**src/rtl/seg7_pkg.sv**
```systemverilog
// rtl/seg7_pkg.sv - shared types, segment table and double-dabble step for seg7_bcd_scan
package seg7_pkg;

  localparam int NUM_DIGITS = 3;

  typedef enum logic [1:0] {
    ST_IDLE,
    ST_CONVERT,
    ST_COMMIT
  } conv_state_t;

  // Active-high segments, bit0=a .. bit6=g, indexed by decimal digit.
  localparam logic [6:0] SEG_TABLE [10] = '{
    7'h3F, 7'h06, 7'h5B, 7'h4F, 7'h66,
    7'h6D, 7'h7D, 7'h07, 7'h7F, 7'h6F
  };

  // Nibbles above 9 never come out of the converter; map them dark anyway.
  function automatic logic [6:0] seg_decode(input logic [3:0] nib);
    seg_decode = (nib > 4'd9) ? 7'h00 : SEG_TABLE[nib];
  endfunction

  // One double-dabble iteration: correct every nibble >= 5, then shift {bcd, bin} left.
  function automatic logic [19:0] dabble_step(input logic [11:0] bcd, input logic [7:0] bin);
    logic [11:0] adj;
    for (int i = 0; i < NUM_DIGITS; i++) begin
      adj[i*4 +: 4] = (bcd[i*4 +: 4] >= 4'd5) ? bcd[i*4 +: 4] + 4'd3 : bcd[i*4 +: 4];
    end
    dabble_step = {adj, bin} << 1;
  endfunction

endpackage

```
**src/rtl/seg7_bcd_scan_if.sv**
```systemverilog
// rtl/seg7_bcd_scan_if.sv - load/display bundle between a driver and seg7_bcd_scan
interface seg7_bcd_scan_if;
  logic [7:0] value;
  logic       load;
  logic       busy;
  logic [6:0] seg;
  logic [2:0] dig_an;

  modport master (output value, output load, input busy, input seg, input dig_an);
  modport slave  (input value, input load, output busy, output seg, output dig_an);
endinterface

```
**src/rtl/seg7_bcd_scan_bin2bcd_seq.sv**
```systemverilog
// rtl/seg7_bcd_scan_bin2bcd_seq.sv - sequential 8-bit binary to 3-digit BCD converter (bin2bcd_seq)
module bin2bcd_seq
  import seg7_pkg::*;
(
  input  logic        clk,
  input  logic        rst_n,
  input  logic [7:0]  value,
  input  logic        load,
  output logic        busy,
  output logic [11:0] bcd,
  output logic        commit
);

  conv_state_t state, state_nx;
  logic [7:0]  bin;
  logic [2:0]  step;

  // State register.
  always_ff @(posedge clk) begin
    if (!rst_n) state <= ST_IDLE;
    else        state <= state_nx;
  end

  // Next state and status outputs; loads outside IDLE are simply dropped.
  always_comb begin
    state_nx = state;
    busy     = 1'b0;
    commit   = 1'b0;
    case (state)
      ST_IDLE: begin
        if (load) state_nx = ST_CONVERT;
      end
      ST_CONVERT: begin
        busy = 1'b1;
        if (step == 3'd7) state_nx = ST_COMMIT;
      end
      ST_COMMIT: begin
        busy     = 1'b1;
        commit   = 1'b1;
        state_nx = ST_IDLE;
      end
      default: state_nx = ST_IDLE;
    endcase
  end

  // Scratch datapath: capture on accept, one dabble step per CONVERT clock.
  always_ff @(posedge clk) begin
    if (!rst_n) begin
      bin  <= 8'd0;
      bcd  <= 12'd0;
      step <= 3'd0;
    end else begin
      case (state)
        ST_IDLE: begin
          if (load) begin
            bin  <= value;
            bcd  <= 12'd0;
            step <= 3'd0;
          end
        end
        ST_CONVERT: begin
          {bcd, bin} <= dabble_step(bcd, bin);
          step       <= step + 3'd1;
        end
        default: ;
      endcase
    end
  end

endmodule

```
**src/rtl/seg7_bcd_scan.sv**
```systemverilog
// rtl/seg7_bcd_scan.sv - BCD conversion and 3-digit multiplexed 7-seg scan; option SEG7_LEADING_ZERO_BLANK_EN
module seg7_bcd_scan
  import seg7_pkg::*;
#(
  parameter int SCAN_DIV = 1024
) (
  input  logic          clk,
  input  logic          rst_n,
  seg7_bcd_scan_if.slave bus
);

  localparam int PW = (SCAN_DIV > 1) ? $clog2(SCAN_DIV) : 1;
  localparam logic [PW-1:0] PRE_LAST = PW'(SCAN_DIV - 1);

  logic [PW-1:0] pre;
  logic [1:0]    idx;
  logic [3:0]    disp [NUM_DIGITS];
  logic [11:0]   bcd;
  logic          commit;
  logic [3:0]    cur;

  bin2bcd_seq u_conv (
    .clk    (clk),
    .rst_n  (rst_n),
    .value  (bus.value),
    .load   (bus.load),
    .busy   (bus.busy),
    .bcd    (bcd),
    .commit (commit)
  );

  // Prescaler and digit rotation; runs independently of the converter.
  always_ff @(posedge clk) begin
    if (!rst_n) begin
      pre <= '0;
      idx <= 2'd0;
    end else if (pre == PRE_LAST) begin
      pre <= '0;
      idx <= (idx == 2'd2) ? 2'd0 : idx + 2'd1;
    end else begin
      pre <= pre + 1'b1;
    end
  end

  // Display registers only change on the converter's commit clock.
  always_ff @(posedge clk) begin
    if (!rst_n) begin
      for (int i = 0; i < NUM_DIGITS; i++) disp[i] <= 4'd0;
    end else if (commit) begin
      disp[0] <= bcd[3:0];
      disp[1] <= bcd[7:4];
      disp[2] <= bcd[11:8];
    end
  end

  // Digit select and segment decode from registered state.
  always_comb begin
    bus.dig_an = 3'b001 << idx;
    case (idx)
      2'd1:    cur = disp[1];
      2'd2:    cur = disp[2];
      default: cur = disp[0];
    endcase
`ifdef SEG7_LEADING_ZERO_BLANK_EN
    if ((idx == 2'd2 && disp[2] == 4'd0) ||
        (idx == 2'd1 && disp[2] == 4'd0 && disp[1] == 4'd0))
      bus.seg = 7'h00;
    else
      bus.seg = seg_decode(cur);
`else
    bus.seg = seg_decode(cur);
`endif
  end

endmodule
```
**src/flat_wrapper.sv**
```systemverilog
// flat-port wrapper written by rule: the top's interface ports become plain ports
module seg7_bcd_scan_flat import seg7_pkg::*;
#(
  parameter int SCAN_DIV = 1024
)
  (clk, rst_n, bus_value, bus_load, bus_busy, bus_seg, bus_dig_an);
  seg7_bcd_scan_if bus_i ();
  input  logic clk;
  input  logic rst_n;
  input wire logic [$bits(bus_i.value)-1:0] bus_value;
  input wire logic [$bits(bus_i.load)-1:0] bus_load;
  output wire logic [$bits(bus_i.busy)-1:0] bus_busy;
  output wire logic [$bits(bus_i.seg)-1:0] bus_seg;
  output wire logic [$bits(bus_i.dig_an)-1:0] bus_dig_an;
  assign bus_i.value = bus_value;
  assign bus_i.load = bus_load;
  assign bus_busy = bus_i.busy;
  assign bus_seg = bus_i.seg;
  assign bus_dig_an = bus_i.dig_an;
  seg7_bcd_scan #(.SCAN_DIV(SCAN_DIV)) u_core (.clk(clk), .rst_n(rst_n), .bus(bus_i));
endmodule
```
**config.mk**
```make
export PLATFORM = sky130hd
export DESIGN_NAME = seg7_bcd_scan_flat
export DESIGN_NICKNAME = d
export VERILOG_FILES = /design/src/rtl/seg7_pkg.sv /design/src/rtl/seg7_bcd_scan_if.sv /design/src/rtl/seg7_bcd_scan_bin2bcd_seq.sv /design/src/rtl/seg7_bcd_scan.sv /design/src/flat_wrapper.sv
export SDC_FILE = /design/constraint.sdc
export NUM_CORES = 1
export LEC_CHECK = 0
export ABC_AREA = 1
export CAP_MARGIN = 5
export CORE_UTILIZATION = 58
export CTS_CLUSTER_DIAMETER = 40
export DETAILED_ROUTE_END_ITERATION = 6
export GPL_ROUTABILITY_DRIVEN = 1
export GPL_TIMING_DRIVEN = 1
export PLACE_DENSITY_LB_ADDON = 0.08
export SLEW_MARGIN = 20
export SYNTH_ARGS = -nofsm -noshare
export SYNTH_HDL_FRONTEND = slang
export SYNTH_SLANG_ARGS = --single-unit
```
**constraint.sdc**
```tcl
create_clock -name clk -period 2.32 [get_ports clk]
set_input_delay 0.348 -clock clk [delete_from_list [all_inputs] [get_ports clk]]
set_output_delay 0.348 -clock clk [all_outputs]
set_load 0.005 [all_outputs]
```
# [Yosys cells after proc, flatten, opt, wreduce, memory -nomap -nowiden]
# Memory sizes are Yosys's and may differ from the RTL's.
# Cells that the tools add are included.
[totals] rom_bits=112 ramBits=12 in_bits=11 regBits=37 n_memories=2 elab_cells=65 out_inout_bits=11
[classes] mux=26 magnitude_cmp=5 addsub=6 n_shift=1 reduce_logical=6 eq_ne=8 n_bitwise=5
[mem_list] name="(name not given)" words=16 word_bits=7 read_ports=1 rd_ports_with_merged_regs=0 write_ports=0 line="seg7_pkg.sv:20" text="seg_decode = (nib > 4'd9) ? 7'h00 : SEG_TABLE[nib];"
[mem_list] name="u_core.disp" words=3 word_bits=4 read_ports=3 rd_ports_with_merged_regs=0 write_ports=3 line="seg7_bcd_scan.sv:17" text="logic [3:0] disp [NUM_DIGITS];"
[ops] op="$pmux 12 s2" n=1
[ops] op="$mux 7" n=3
[ops] op="$mux 4" n=5
[ops] op="$pmux 8 s2" n=1
[ops] op="$ge 4x3->1 const B" n=3
[ops] op="$mux 12" n=1
[ops] op="$add 10x1->10 const B" n=1
[ops] op="$eq 10x10->1 const B" n=1
[ops] op="$add 4x2->4 const B" n=2
[ops] op="$mux 8" n=1
[ops] op="$pmux 4 s2" n=1
[ops] op="$mux 1" n=6
[ops] op="$mux 2" n=3
[ops] op="$mux 3" n=2
[ops] op="$pmux 3 s2" n=1
[ops] op="$ge 5x5->1 const B" n=1
[ops] op="$not 4->5" n=1
[ops] op="$eq 2x1->1 const B" n=2
[ops] op="$eq 2x2->1 const B" n=2
[ops] op="$gt 4x4->1 const B" n=1
[ops] op="$ne 2x2->1 const B" n=2
[ops] op="$pmux 2 s2" n=1
[ops] op="$reduce_and 2->1" n=2
[ops] op="$reduce_or 2->1" n=2
[ops] op="other kinds (9)" n=11

# [Depth between registers and ports, before layout]
[depth] ltp_word=7 ltp_mapped=13 ltp_nobuf=13

# [Hierarchy]
# A second synthesis with hierarchy kept.
[unflattened] hier_cells=373 hier_area_um2=2825.2
[by_module_without_submodules] mod="bin2bcd_seq" area_per_inst_um2=1436.4 cells_each=197 instances=1 seq_area_each_um2=500.5
[by_module_without_submodules] mod="seg7_bcd_scan" area_per_inst_um2=1388.8 cells_each=176 instances=1 seq_area_each_um2=600.6

# [Worst setup path after synthesis]
# Ideal clock, no wire load.
[synth_timing] kind="reg-to-output" start="register u_core.idx[0]" end="output bus_seg[3]" t_required_ns=1.972 setup_slack_ns=0.187 t_arrival_ns=1.785 path_stages_with_launch=11 cell_sequence="dfxtp_1 > inv_1 > ha_1 > buf_6 > or2_4 > nand2_4 > ha_1 > nand3b_1 > nand2_1 > nor2_1 > a21oi_1"
[synth_via] elab_chain_cells=7
[synth_lines] item="start, declared" line="seg7_bcd_scan.sv:16" text="logic [1:0] idx;"
[synth_lines] item="start signal, assigned" line="seg7_bcd_scan.sv:39" text="idx <= (idx == 2'd2) ? 2'd0 : idx + 2'd1;"
[synth_lines] item="$eq 2x2->1 / $eq 2x1->1 (equally long branches)" line="seg7_bcd_scan.sv:59" text="case (idx)"
[synth_lines] item="$pmux 4 s2 (*)" line="seg7_bcd_scan.sv:59"
[synth_lines] item="$not 4->5 (not written as such)" line="seg7_pkg.sv:20"
[synth_lines] item="$mem_v2 16x7"
[synth_lines] item="$mux 7 (not written as such) (2 in a row)" line="seg7_pkg.sv:20"
[synth_lines] item="$mux 7 (*)" line="seg7_pkg.sv:20"
[synth_lines] item="end, declared" line="flat_wrapper.sv:13" text="output wire logic [$bits(bus_i.seg)-1:0] bus_seg;"
# Every way passes the cells marked *; elsewhere a longest branch is shown, timed or not. The select of a mux whose other input is x is not followed.

# [Final worst setup path]
[layout_timing] start="register u_core.idx[1]" end="output bus_seg[5]"
# Same word-level chain as after synthesis.

==> summary.md <==
| Metric | Value |
|---|---|
| Result of the run | `complete, but fails checks` |
| Violated checks | `negative setup slack` |
| Final Cycle Share | `1.01` |
| Pin count of the biggest net entering global routing | `17` |
| Leakage power figure | `1.38 nW` |
| End point of the worst hold path | `u_core.pre[0]$_SDFF_PP0_` |
| Cell Pwr Density | `roughly 760 mW/mm^2` |
| Critical register-to-register path endpoint | `u_core.u_conv.bcd[4]$_SDFFE_PN0P_` |
| Worst vdd rail ir drop | `0.000607 V` |
| Number of max-slew violations in the final report | `0` |
| Max-Cap Viols | `0` |
| Area enclosed by the die boundary | `between 0.004 and 0.005 mm^2` |
| Clock latency at the later pin of the worst-skew pair | `~0.29 ns` |
| Syn_nets | `roughly 390` |
| Antenna diode count | `0` |
| Worst setup slack for register-to-register paths | `between 0.5 and 0.6 ns` |
| Setup Crit Path Kind | `reg -> out` |
| # clock sinks | `slightly below 50` |
| Antenna violations before repair | `0` |
| Die X-Extent | `around 70 um` |
| Count of fill cells added during filler insertion | `357` |
| Clock input transition at the sequential cells of the worst setup and hold paths | `~0.080 ns` |
| Final #Nets | `428` |
| Setup slack after layout | `-0.0339 ns` |
| Layout area overhead | `21.1%` |
| Post-Place Worst Slack | `-0.230 ns` |
| Number of cells on the worst reg-to-reg path | `8` |
| Count of flip-flops with a built-in enable after synthesis | `12` |
| Library cells used by synthesis | `29` |
| Initial Util | `0.611` |
| H-Tree Depth | `2` |
| Kind of end point of the critical path | `output port` |
| Required time at the worst-slack endpoint | `1.97 ns` |
| Total negative setup slack | `-0.0874 ns` |
| Fraction of synthesis flops using an asynchronous set or reset pin | `0` |
| Area taken by flip-flops and latches | `0.00110 mm^2` |
| Actual slew at the worst max-slew pin | `0.402 ns` |
| Routability congestion estimate from global placement | `between 0.7 and 0.8` |
| Maximum fanout count along the critical path | `5` |
| Final hold viol count | `0` |
| Dominant synthesized flop cell | `dfxtp_1` |
| Area of the core region | `0.00438 mm^2` |
| List of most frequent post-synthesis cells | `nand2_1, nor2_1, inv_1, dfxtp_1, a21oi_1` |
| Post-detailed-route via-to-cell ratio | `~5` |
| Maximum clock frequency | `~0.42 GHz` |
| Hold Path Cell Cnt | `1` |
| Warnings from Yosys | `0` |
| Worst Hold Class | `reg -> reg` |
| Top-level port count | `22` |
| Share of Yosys cell area claimed by the top area cell type | `0.276` |
| IO buf count | `21` |
| Register bit total from synthesis | `about 50` |
| Finished layout cell area | `roughly 0.0032 mm^2` |
| Min-Delay Startpoint | `u_core.pre[0]$_SDFF_PP0_` |
| Skew final | `0.00623 ns` |
| CTS buffer count | `5` |
| Data arrival at the endpoint of the critical path | `roughly 2.0 ns` |
| Cell at the root of the clock tree | `clkbuf_8` |
| Unrepaired setup endpoints after global routing | `yes` |
| DP HPWL | `~3600 um` |
| Maximum clock insertion buffer count | `2` |
| Share of layout cells above drive strength 1 | `0.203` |
| Wire length per cell after detailed routing | `approximately 11 um` |
| Number of global-route vias before repair | `between 2000 and 2500` |
| Number of nets with antenna violations after detailed routing | `0` |
| Multi-input gate area in the final layout | `approximately 0.0015 mm^2` |
| Wire length of the first global-routing pass | `roughly 9000 um` |
| Fraction of the yosys area taken by sequential cells | `0.411` |
| Total vias in the final route | `2309` |
| Most used standard cell by instance count after synthesis | `nand2_1` |
| Area leader, netlist | `dfxtp_1` |
| Final critical delay including setup and external delays | `around 2.4 ns` |
| Synth Cell Area | `~0.0027 mm^2` |
| CP Cell Sequence | `inv_2, ha_4, or2_4, nand2_4, inv_1, ha_4, inv_2, nand2_2, nand2_4, nand2_4, nand2_2, inv_2, buf_6` |
| Detailed-routing iteration count for the pre-antenna-repair pass | `4` |
| Die outline height | `between 60 and 70 um` |
| Max stage delay cell, worst path | `dfxtp_2` |
| Number of rows created at floorplan | `24` |
| Final number of setup-violating endpoints | `4` |
| Overflow after GRT | `0` |
| Startpoint class of the critical path | `register` |
| Worst hold-check slack | `between 0.4 and 0.5 ns` |
| Startpoint of the most critical register-to-register path | `u_core.u_conv.state[1]$_SDFFE_PN0P_` |
| Maximum single-stage delay on the critical path | `approximately 0.35 ns` |
| Top cells by area, synth | `dfxtp_1, edfxtp_1, nand2_1` |
| # hold bufs at CTS | `0` |
| Relative slew slack | `0.732` |
| DR DRC count | `0` |
| Total track usage | `0.225` |
| Post-synthesis area per instance | `around 7.5 um^2` |
| Post-Place Cell Area | `just over 0.003 mm^2` |
| Routed wire length | `5120 um` |
| Gate count of the mapped netlist | `~360` |
| Number of DRC markers in iteration 0 | `70` |
| CTS tree | `done` |
-- critical path: cells and delay by family, from the launching register on --
kind                     cells  cell delay [ns]
AND/OR/NAND/NOR              6             0.64
adder cells (fa/ha/maj)      2             0.39
buffers and inverters        5             0.33
flip-flops                   1             0.35
-- kinds of logic (layout without fill, tap and decap cells) --
logic type               after synthesis  count (layout)  synth area share
AND/OR/NAND/NOR                      179             179             0.299
AO/OA/AOI/OAI                         56              56             0.112
buffers and inverters                 51              94            0.0826
flip-flops                            49              49             0.411
adder cells (fa/ha/maj)               19              19            0.0887
XOR/XNOR                               2               2           0.00654
-- cells in the final DEF (no fill, tap or decap), drive strengths merged, types with 4 or more instances in the layout --
master and n:
nand2 101, clkbuf 7, o211ai 4, dfxtp 37, or2 6, nand4 5, nand3 17, ha 19
nor2 45, a21oi 28, edfxtp 12, buf 29, inv 43, clkdlybuf4s50 14, o21ai 23
-- flip-flops by register name, indices dropped and copies added, names as in the netlist --
name                 cells
u_core.pre              10
u_core.u_conv.step       3
u_core.u_conv.bcd       12
u_core.u_conv.bin        8
u_core.u_conv.state      2
u_core.idx               2
u_core.disp             12
-- worst max path at each step --
stage                                          start         end  cells past startpoint
after CTS                 u_core.idx[1]$_SDFFE_PN0P_  bus_seg[3]                     13
final                     u_core.idx[1]$_SDFFE_PN0P_  bus_seg[5]                     13
after detailed placement  u_core.idx[1]$_SDFFE_PN0P_  bus_seg[3]                     13
after floorplan           u_core.idx[0]$_SDFFE_PN0P_  bus_seg[3]                     10
after global placement    u_core.idx[1]$_SDFFE_PN0P_  bus_seg[3]                     13
after global routing      u_core.idx[0]$_SDFFE_PN0P_  bus_seg[3]                     13
-- layout make-up --
cell class | instances | share of cell area
clock buffer | 7 | 0.0297
inverter | 43 | 0.0497
sequential | 49 | 0.340
timing repair buffer | 43 | 0.110
tap | 52 | 0.0200
multi-input combinational | 256 | 0.449
clock inverter | 1 | 0.00154
-- report_power, final --
part	total, mW	internal, mW	switching, mW	leakage, nW
Combinational	0.841	0.322	0.519	0.895
Sequential	1.08	1.02	0.0637	0.428
Clock	0.535	0.270	0.266	0.0542
-- layer usage --
layer / vias to the layer above / track usage / wire [um]
li1: 1227 / - / -
met4: 0 / 0.0978 / 112
met5: - / 0 / 0
met2: 35 / 0.407 / 2490
met1: 1037 / 0.254 / 2360
met3: 10 / 0.0433 / 155
-- metrics by stage --
stage               utilization  power [mW]  cells
floorplan                     -        1.70    356
global route              0.740        2.64    451
CTS                       0.727        2.44    450
global placement          0.693        1.92    440
detailed placement        0.693        1.94    440
finish                    0.740        2.46    451
-- timing repair --
| action | in CTS | in global routing |
|---|---|---|
| buffers inserted | 2 | 1 |
| endpoints found under the setup margin | 7 | 7 |
| cloned | 0 | 0 |
| pin swaps | 12 | 15 |
| gates resized for setup | 45 | 12 |
No activity file was read; power rests on OpenSTA's default activity.
